**config.mk**
```make
export PLATFORM = sky130hd
export DESIGN_NAME = mux_tree32_flat
export DESIGN_NICKNAME = d
export VERILOG_FILES = /design/src/rtl/mux_tree32_pkg.sv /design/src/rtl/mux_tree32_if.sv /design/src/rtl/mux_tree32_node.sv /design/src/rtl/mux_tree32.sv /design/src/flat_wrapper.sv
export SDC_FILE = /design/constraint.sdc
export NUM_CORES = 1
export LEC_CHECK = 0
export CELL_PAD_IN_SITES_DETAIL_PLACEMENT = 1
export CELL_PAD_IN_SITES_GLOBAL_PLACEMENT = 1
export CORE_AREA = 2 2 47 57
export DETAILED_ROUTE_END_ITERATION = 10
export DIE_AREA = 0 0 49 59
export PLACE_DENSITY_LB_ADDON = 0.3
export SKIP_LAST_GASP = 1
export SLEW_MARGIN = 20
export SYNTH_ARGS = -nofsm -noshare
export SYNTH_HDL_FRONTEND = slang
export SYNTH_SLANG_ARGS = --single-unit
```
**constraint.sdc**
```tcl
create_clock -name clk -period 0.8 [get_ports clk]
set_clock_uncertainty 0.1 [all_clocks]
set_input_delay 0.08 -clock clk [delete_from_list [all_inputs] [get_ports clk]]
set_output_delay 0.08 -clock clk [all_outputs]
set_load 0.01 [all_outputs]
```
**src/rtl/mux_tree32_pkg.sv**
```systemverilog
// rtl/mux_tree32_pkg.sv - shared constants for the 32:1 registered mux tree
// LATENCY follows MUX_TREE32_PIPE_EN.
package mux_tree32_pkg;

  localparam int N_LEAVES = 32;
  localparam int SEL_W    = 5;
  localparam int N_LEVELS = 5;
  localparam int N_NODES  = N_LEAVES - 1;

`ifdef MUX_TREE32_PIPE_EN
  localparam int LATENCY = N_LEVELS;
`else
  localparam int LATENCY = 1;
`endif

  // Nodes are numbered level by level, so level l starts at this flat index.
  function automatic int level_base(input int lvl);
    return N_LEAVES - (N_LEAVES >> lvl);
  endfunction

endpackage

```
**src/rtl/mux_tree32_if.sv**
```systemverilog
// rtl/mux_tree32_if.sv - sample/result bundle of the 32:1 mux tree
// The master drives leaves, select and valid; the slave returns the result.
interface mux_tree32_if
  import mux_tree32_pkg::*;
#(
  parameter int DATA_W = 1
) ();

  logic [N_LEAVES*DATA_W-1:0] in;
  logic [SEL_W-1:0]           s;
  logic                       in_valid;
  logic [DATA_W-1:0]          out;
  logic                       out_valid;

  modport master (
    output in, s, in_valid,
    input  out, out_valid
  );

  modport slave (
    input  in, s, in_valid,
    output out, out_valid
  );

endinterface

```
**src/rtl/mux_tree32_node.sv**
```systemverilog
// rtl/mux_tree32_node.sv - one DATA_W-wide 2:1 tree node
// y takes b when sel is 1 and a when sel is 0.
module mux_tree32_node #(
  parameter int DATA_W = 1
) (
  input  logic [DATA_W-1:0] a,
  input  logic [DATA_W-1:0] b,
  input  logic              sel,
  output logic [DATA_W-1:0] y
);

  assign y = sel ? b : a;

endmodule

```
**src/rtl/mux_tree32.sv**
```systemverilog
// rtl/mux_tree32.sv - 32:1 binary mux tree of 31 nodes, output registered
// MUX_TREE32_PIPE_EN adds a register after every level (latency 5 instead of 1).
module mux_tree32
  import mux_tree32_pkg::*;
#(
  parameter int DATA_W = 1
) (
  input  logic         clk,
  input  logic         rst,
  mux_tree32_if.slave  bus
);

  logic [DATA_W-1:0]   leaf   [N_LEAVES];
  logic [DATA_W-1:0]   node_y [N_NODES];
  logic [DATA_W-1:0]   feed   [N_NODES-1];
  logic [N_LEVELS-1:0] lvl_sel;

  for (genvar i = 0; i < N_LEAVES; i++) begin : g_leaf
    assign leaf[i] = bus.in[i*DATA_W +: DATA_W];
  end

  // Level l pairs entries 2k/2k+1 of the level below; feed is either the
  // raw node outputs or their stage registers depending on the build.
  for (genvar l = 0; l < N_LEVELS; l++) begin : g_lvl
    for (genvar k = 0; k < (N_LEAVES >> (l + 1)); k++) begin : g_node
      localparam int IDX = level_base(l) + k;
      logic [DATA_W-1:0] a;
      logic [DATA_W-1:0] b;

      if (l == 0) begin : g_from_leaf
        assign a = leaf[2*k];
        assign b = leaf[2*k+1];
      end else begin : g_from_level
        assign a = feed[level_base(l-1) + 2*k];
        assign b = feed[level_base(l-1) + 2*k + 1];
      end

      mux_tree32_node #(.DATA_W(DATA_W)) u_node (
        .a   (a),
        .b   (b),
        .sel (lvl_sel[l]),
        .y   (node_y[IDX])
      );
    end
  end

`ifdef MUX_TREE32_PIPE_EN

  // Select bits ride along with their data. Stage k keeps only the bits
  // still needed, s[4:k+1], LSB first:
  // stage0 [3:0]=s[4:1], stage1 [6:4]=s[4:2], stage2 [8:7]=s[4:3], stage3 [9]=s[4].
  localparam int SEL_PIPE_W = 10;

  logic [DATA_W-1:0]     stage_q [N_NODES];
  logic [SEL_PIPE_W-1:0] sel_pipe;
  logic [LATENCY-1:0]    vld_pipe;

  always_ff @(posedge clk or posedge rst) begin
    if (rst) begin
      for (int i = 0; i < N_NODES; i++) begin
        stage_q[i] <= '0;
      end
      sel_pipe <= '0;
      vld_pipe <= '0;
    end else begin
      for (int i = 0; i < N_NODES; i++) begin
        stage_q[i] <= node_y[i];
      end
      sel_pipe[3:0] <= bus.s[4:1];
      sel_pipe[6:4] <= sel_pipe[3:1];
      sel_pipe[8:7] <= sel_pipe[6:5];
      sel_pipe[9]   <= sel_pipe[8];
      vld_pipe      <= {vld_pipe[LATENCY-2:0], bus.in_valid};
    end
  end

  assign lvl_sel = {sel_pipe[9], sel_pipe[7], sel_pipe[4], sel_pipe[0], bus.s[0]};

  for (genvar i = 0; i < N_NODES - 1; i++) begin : g_feed
    assign feed[i] = stage_q[i];
  end

  assign bus.out       = stage_q[N_NODES-1];
  assign bus.out_valid = vld_pipe[LATENCY-1];

`else

  logic [DATA_W-1:0] out_q;
  logic              vld_q;

  always_ff @(posedge clk or posedge rst) begin
    if (rst) begin
      out_q <= '0;
      vld_q <= 1'b0;
    end else begin
      out_q <= node_y[N_NODES-1];
      vld_q <= bus.in_valid;
    end
  end

  assign lvl_sel = bus.s;

  for (genvar i = 0; i < N_NODES - 1; i++) begin : g_feed
    assign feed[i] = node_y[i];
  end

  assign bus.out       = out_q;
  assign bus.out_valid = vld_q;

`endif

endmodule

```
**src/flat_wrapper.sv**
```systemverilog
// flat-port wrapper written by rule: the top's interface ports become plain ports
module mux_tree32_flat import mux_tree32_pkg::*;
#(
  parameter int DATA_W = 1
)
  (clk, rst, bus_in, bus_s, bus_in_valid, bus_out, bus_out_valid);
  mux_tree32_if #(.DATA_W(DATA_W)) bus_i ();
  input  logic clk;
  input  logic rst;
  input wire logic [$bits(bus_i.in)-1:0] bus_in;
  input wire logic [$bits(bus_i.s)-1:0] bus_s;
  input wire logic [$bits(bus_i.in_valid)-1:0] bus_in_valid;
  output wire logic [$bits(bus_i.out)-1:0] bus_out;
  output wire logic [$bits(bus_i.out_valid)-1:0] bus_out_valid;
  assign bus_i.in = bus_in;
  assign bus_i.s = bus_s;
  assign bus_i.in_valid = bus_in_valid;
  assign bus_out = bus_i.out;
  assign bus_out_valid = bus_i.out_valid;
  mux_tree32 #(.DATA_W(DATA_W)) u_core (.clk(clk), .rst(rst), .bus(bus_i));
endmodule
```
==> flow_summary.yaml, run 1 <==
outcome:
  outcome: "finished, violations left"
  violations: "negative setup slack"
pwr:
  power_density_mw_per_mm2: 771
  seqPwrFrac_pct: 15.6
  p_leak_nw: 0.469
  swShare_pct: 25.6
  p_switching_mw: 0.187
  p_comb_share_pct: 54.3
  internal-power_mw: 0.543
  clockPowerShare_pct: 30.0
  peakVddDrop_v: 0.000554
timing:
  setup_viol: 3
  fin_crit_ps: 1080
  slew_headroom_pct: 84.6
  timing.setup.tns_ps: -436
  min_period_over_period_pct: 135
  hold_viol: 0
  finalWorstSetupSlack_ps: -280
  timing.fmax_mhz: 926
  slew_viol_final: 0
  rsz0062_at_grt: "true"
  tightest_slew_ps: 229
finish:
  area_delta_synth_final_pct: 150
  diodes: 0
  nets: 141
  drive_above_1_share_pct: 27.3
  fin_area_sq_um: 946
  finalNonFillerCells: 130
  fill_cells: 284
  utilization_pct: 41.0
worst_hold_path:
  hold_path_class: "in2reg"
floorplanning:
  dieArea_sq_mm: 0.00289
  io_pins: 42
  die_w_microns: 49
  initial_core_util_pct: 16.4
  die_h_microns: 59
  rows: 19
  core_area_sq_mm: 0.00231
synth:
  synth_top_area_share_pct: 42.2
  syn_inst: 44
  synth_enable_flop_cells: 0
  yosysMostFrequentCell: "mux2i_1"
  syn-cell-area_sq_um: 379
  yosys_warnings: 0
  async_flop_share_pct: 100
  avgSynthCellArea_sq_um: 8.62
  ys_ff_latch: 2
  yosys-top-cells-area: "mux2i_1 (42%), dfrtp_1 (13%), a22oi_1 (7.9%)"
  syn_nets: 84
  synth_area_leader_cell: "mux2i_1"
  synthFlopType: "dfrtp_1"
  yosysUniqueCellTypes: 17
  synth.yosys.seq_area_share_pct: 13.2
  synth_common_cells: "mux2i_1 (16), nand2_1 (6), a22oi_1 (4)"
route:
  drc_errors: 0
  totalWireLength_microns: 1660
  drt_iter0_drc: 4
  wire_per_inst_microns: 12.8
  firstDrtPassIters: 2
  drt-vias-per-instance: 4.29
  via_count: 558
  ant_nets: 0
clocking:
  clk_pin_slew_ps: 30
  cts_buffers: 3
  cts.sinks: 2
  htree_levels: 1
  clk_path_buf_depth: 2
  cts-root-buf: "clkbuf_4"
  cts_tree: "yes"
placement:
  dpl.hpwl_microns: 1300
  place_area_sq_um: 855
  io_buffers: 41
  dpl.cell_count: 120
  routabilityCongestion: 0.751
worst_setup_path:
  crit_fanout: 7
  cp-end-kind: "flop"
  cpPeakStageDelay_ps: 310
  start_kind: "primary input"
  worstPathCellList: "buf_8, buf_12, mux2i_2, a22oi_2, nand4b_1, a21oi_1, a311o_1"
  critPathKind: "in2reg"
  cp_top_family: "compound AO/OA/AOI/OAI gates"
  cp.required_ps: 800
  critPathSlowestCell: "a311o_1"
  cp.buffers_inverters: 2
  cp_data_arrival_time_ps: 1080
global_routing:
  grt_pass1_wl_microns: 2800
  first_global_vias: 601
  antenna_found_initial: 0
  grtUsageTotal_pct: 12.7
  grt_max_degree: 8
  grt_overflow_total: 0
run:
  maxCapViolations: 0
sequential cells by signal, summed over array words and instances (netlist names):
| signal | cells |
|---|---|
| u_core.bus.out_valid | 1 |
| u_core.bus.out | 1 |
routing by layer:
metal | wire (microns) | track usage, % | vias to the layer above
met1 | 675 | 14.2 | 248
met3 | 126 | 3.28 | 0
met2 | 862 | 23.1 | 31
met5 | 0 | 0 | -
met4 | 0 | 4.90 | 0
li1 | - | - | 279
power by group through the flow:
stage / Sequential, mW / Combinational, mW / Clock [mW]
global placement: 0.116 / 0.390 / 0
detailed placement: 0.116 / 0.392 / 0
floorplan: 0.121 / 0.139 / 0
CTS: 0.114 / 0.404 / 0.238
finish: 0.114 / 0.397 / 0.219
global route: 0.115 / 0.435 / 0.251
kinds of logic after synthesis:
logic type / after synthesis / synth area share, %
AOI/OAI and AO/OA: 9 / 16.5
buffers and inverters: 3 / 9.24
DFF: 2 / 13.2
muxes: 16 / 42.2
and+or+nand+nor: 14 / 18.8
layout make-up:
type / count / area (sq um) / share of cell area [%]
Timing Repair Buffer: 54 / 519 / 54.9
Inverter: 1 / 3.75 / 0.397
Tap cell: 31 / 38.8 / 4.10
Multi-Input combinational cell: 39 / 312 / 32.9
Clock buffer: 3 / 22.5 / 2.38
Sequential cell: 2 / 50.0 / 5.29
placed cells by master (no fill, tap or decap):
| cell type | synthesis | final |
|---|---|---|
| a211oi_1 | 1 | 1 |
| a21oi_1 | 3 | 3 |
| a22oi_1 | 4 | 3 |
| a22oi_2 | 0 | 1 |
| a311o_1 | 1 | 1 |
| and2_4 | 0 | 1 |
| and2b_2 | 0 | 1 |
| buf_12 | 1 | 1 |
| buf_16 | 0 | 1 |
| buf_2 | 0 | 2 |
| buf_4 | 0 | 7 |
| buf_6 | 1 | 3 |
| buf_8 | 0 | 1 |
| clkbuf_2 | 0 | 1 |
| clkbuf_4 | 0 | 3 |
| clkdlybuf4s15_2 | 0 | 1 |
| clkdlybuf4s50_1 | 0 | 12 |
| dfrtp_1 | 2 | 2 |
| dlygate4sd2_1 | 0 | 23 |
| dlygate4sd3_1 | 0 | 1 |
| dlymetal6s2s_1 | 0 | 1 |
| inv_2 | 0 | 1 |
| mux2i_1 | 16 | 15 |
| mux2i_2 | 0 | 1 |
| nand2_1 | 6 | 6 |
| nand2b_1 | 1 | 1 |
| nand3_1 | 2 | 2 |
| nand4b_1 | 1 | 1 |
| nor2_2 | 0 | 1 |
| nor2b_2 | 0 | 1 |
through the flow:
stage | setup WS [ps] | total power, mW | hold slack (ps)
global placement | -962 | 0.506 | 140
floorplan | -341 | 0.260 | -279
CTS | -294 | 0.756 | 198
finish | -280 | 0.730 | 204
global route | -388 | 0.801 | 197
detailed placement | -994 | 0.508 | 148
timing repair:
item | in CTS | in global routing
gates cloned | 1 | 0
hold buffers | 1 | 0
pin swaps | 11 | 5
resized for setup | 53 | 3
setup buffers | 5 | 0
hold endpoints to repair | 2 | 0
endpoints found under the setup margin | 3 | 5
path summary, 6_finish.rpt:
check / cells past startpoint / to / from / slack (ps)
worst max-delay path: 7 / u_core.bus.out / bus_s[1] / -280
worst min-delay path: 1 / u_core.bus.out_valid / bus_in_valid / 200
max in group asynchronous: 3 / u_core.bus.out / rst / 40
min in group asynchronous: 3 / u_core.bus.out_valid / rst / 470
Note: power is estimated with default switching activity, not from simulation.
==> inputs of run 2 (changes only) <==
--- a/config.mk
+++ b/config.mk
@@ -11,6 +11,8 @@
 export DETAILED_ROUTE_END_ITERATION = 10
 export DIE_AREA = 0 0 49 59
 export PLACE_DENSITY_LB_ADDON = 0.3
+export REMOVE_ABC_BUFFERS = 1
+export SKIP_CTS_REPAIR_TIMING = 1
 export SKIP_LAST_GASP = 1
 export SLEW_MARGIN = 20
 export SYNTH_ARGS = -nofsm -noshare
==> flow_summary.yaml, run 2 (synthesis gave the netlist of run 1 again) <==
pwr:
  peakVddDrop_v: 0.000261
  power_mw: 0.717
  power_density_mw_per_mm2: 744
  p_leak_nw: 0.634
finish:
  area_delta_synth_final_pct: 154
  nets: 134
  drive_above_1_share_pct: 26.1
  finalNonFillerCells: 123
  fill_cells: 277
  layout_common_cells: "dlymetal6s2s_1 (28), mux2i_1 (13), clkdlybuf4s50_1 (8)"
  layout_commonest_cell: "dlymetal6s2s_1"
  diodes: 0
  utilization_pct: 41.8
worst_setup_path:
  cp-end-kind: "flop"
  cp_data_arrival_time_ps: 1040
  cp.required_ps: 800
  start_kind: "primary input"
  critPathLaunch: "bus_s[1]"
  crit_path_end: "u_core.bus.out"
  crit_fanout: 4
  critPathKind: "in2reg"
  cpPeakStageDelay_ps: 310
  worstPathCellList: "buf_8, buf_6, mux2i_2, a21oi_1, nand3_1, nand2_1, a311o_1"
  critPathSlowestCell: "a311o_1"
global_routing:
  antenna_found_initial: 0
  grtUsageTotal_pct: 10.9
  first_global_vias: 598
  grt_pass1_wl_microns: 2460
  grt_max_degree: 11
  grt_overflow_total: 0
route:
  drc_errors: 0
  firstDrtPassIters: 4
  drt_iter0_drc: 7
  via_count: 526
  totalWireLength_microns: 1570
  ant_nets: 0
  wire_per_inst_microns: 12.8
  drt-vias-per-instance: 4.28
run:
  maxCapViolations: 0
clocking:
  cts.sinks: 2
  cts_tree: "yes"
  cts_buffers: 3
  clk_path_buf_depth: 2
  htree_levels: 1
  cts-root-buf: "clkbuf_4"
  clk_pin_slew_ps: 30
placement:
  dpl.cell_count: 118
  io_buffers: 41
  dpl.hpwl_microns: 1260
  routabilityCongestion: 0.678
floorplanning:
  dieArea_sq_mm: 0.00289
  io_pins: 42
  rows: 19
  initial_core_util_pct: 16.4
  die_w_microns: 49
  die_h_microns: 59
  core_area_sq_mm: 0.00231
timing:
  fin_hold_ws_ps: -78.6
  timing.setup.tns_ps: -382
  finalWorstSetupSlack_ps: -239
  rsz0062_at_grt: "true"
  slew_viol_final: 0
  timing.fmax_mhz: 962
  hold_viol: 2
  setup_viol: 3
  tightest_slew_ps: 225
  fin_crit_ps: 1040
  min_period_over_period_pct: 130
  slew_headroom_pct: 84.9
outcome:
  violations: "negative hold slack, negative setup slack"
  outcome: "finished, violations left"
worst_hold_path:
  hold_path_class: "in2async"
[run 2: cell types whose count changed in the layout (fill, tap and decap cells not counted), moves of 3 or more]
cell             delta
buf_4               -3
clkbuf_2            +3
clkdlybuf4s50_1     -4
dlygate4sd2_1      -23
dlymetal6s2s_1     +27
[run 2: stage by stage]
step	setup slack (ps)	instance area, sq um
after detailed placement	-955	827
after CTS	-712	850
after global routing	-294	963
after global placement	-925	827
final	-239	963
after floorplan	-242	348
[run 2: where the power goes]
group	internal [mW]	switching [mW]	leakage [nW]	total (mW)
Clock	0.166	0.0574	0.0138	0.223
Sequential	0.112	0.00230	0.0235	0.114
Combinational	0.249	0.130	0.597	0.380
Total	0.527	0.190	0.634	0.717
[run 2: routing by layer]
metal	up-vias	wire length, microns	global-route usage (%)
met5	-	0	0
met4	0	0	4.90
met3	0	103	1.77
met2	20	877	20.4
met1	243	590	12.1
li1	263	-	-
[run 2: area by class of cell]
class | instances | area [sq um] | area share (%)
Inverter | 1 | 3.75 | 0.390
Sequential cell | 2 | 50.0 | 5.19
Timing Repair Buffer | 47 | 522 | 54.2
Tap cell | 31 | 38.8 | 4.03
Clock buffer | 3 | 22.5 | 2.34
Multi-Input combinational cell | 39 | 327 | 33.9
[run 2: worst min path at each step]
stage | from | endpoint | slack (ps) | cells after the start
2_1_floorplan | rst | u_core.bus.out | -280 | 1
3_3_place_gp | rst | u_core.bus.out_valid | 140 | 2
3_5_place_dp | rst | u_core.bus.out_valid | 160 | 2
4_1_cts | rst | u_core.bus.out | -80 | 2
5_1_grt | rst | u_core.bus.out_valid | -70 | 2
6_report | rst | u_core.bus.out_valid | -80 | 2
[run 2: critical path: cells and delay by family]
kind	cells	cell delay, ps
AO/OA/AOI/OAI	2	410
buffers and inverters	2	210
multiplexers	1	210
AND/OR/NAND/NOR	2	130
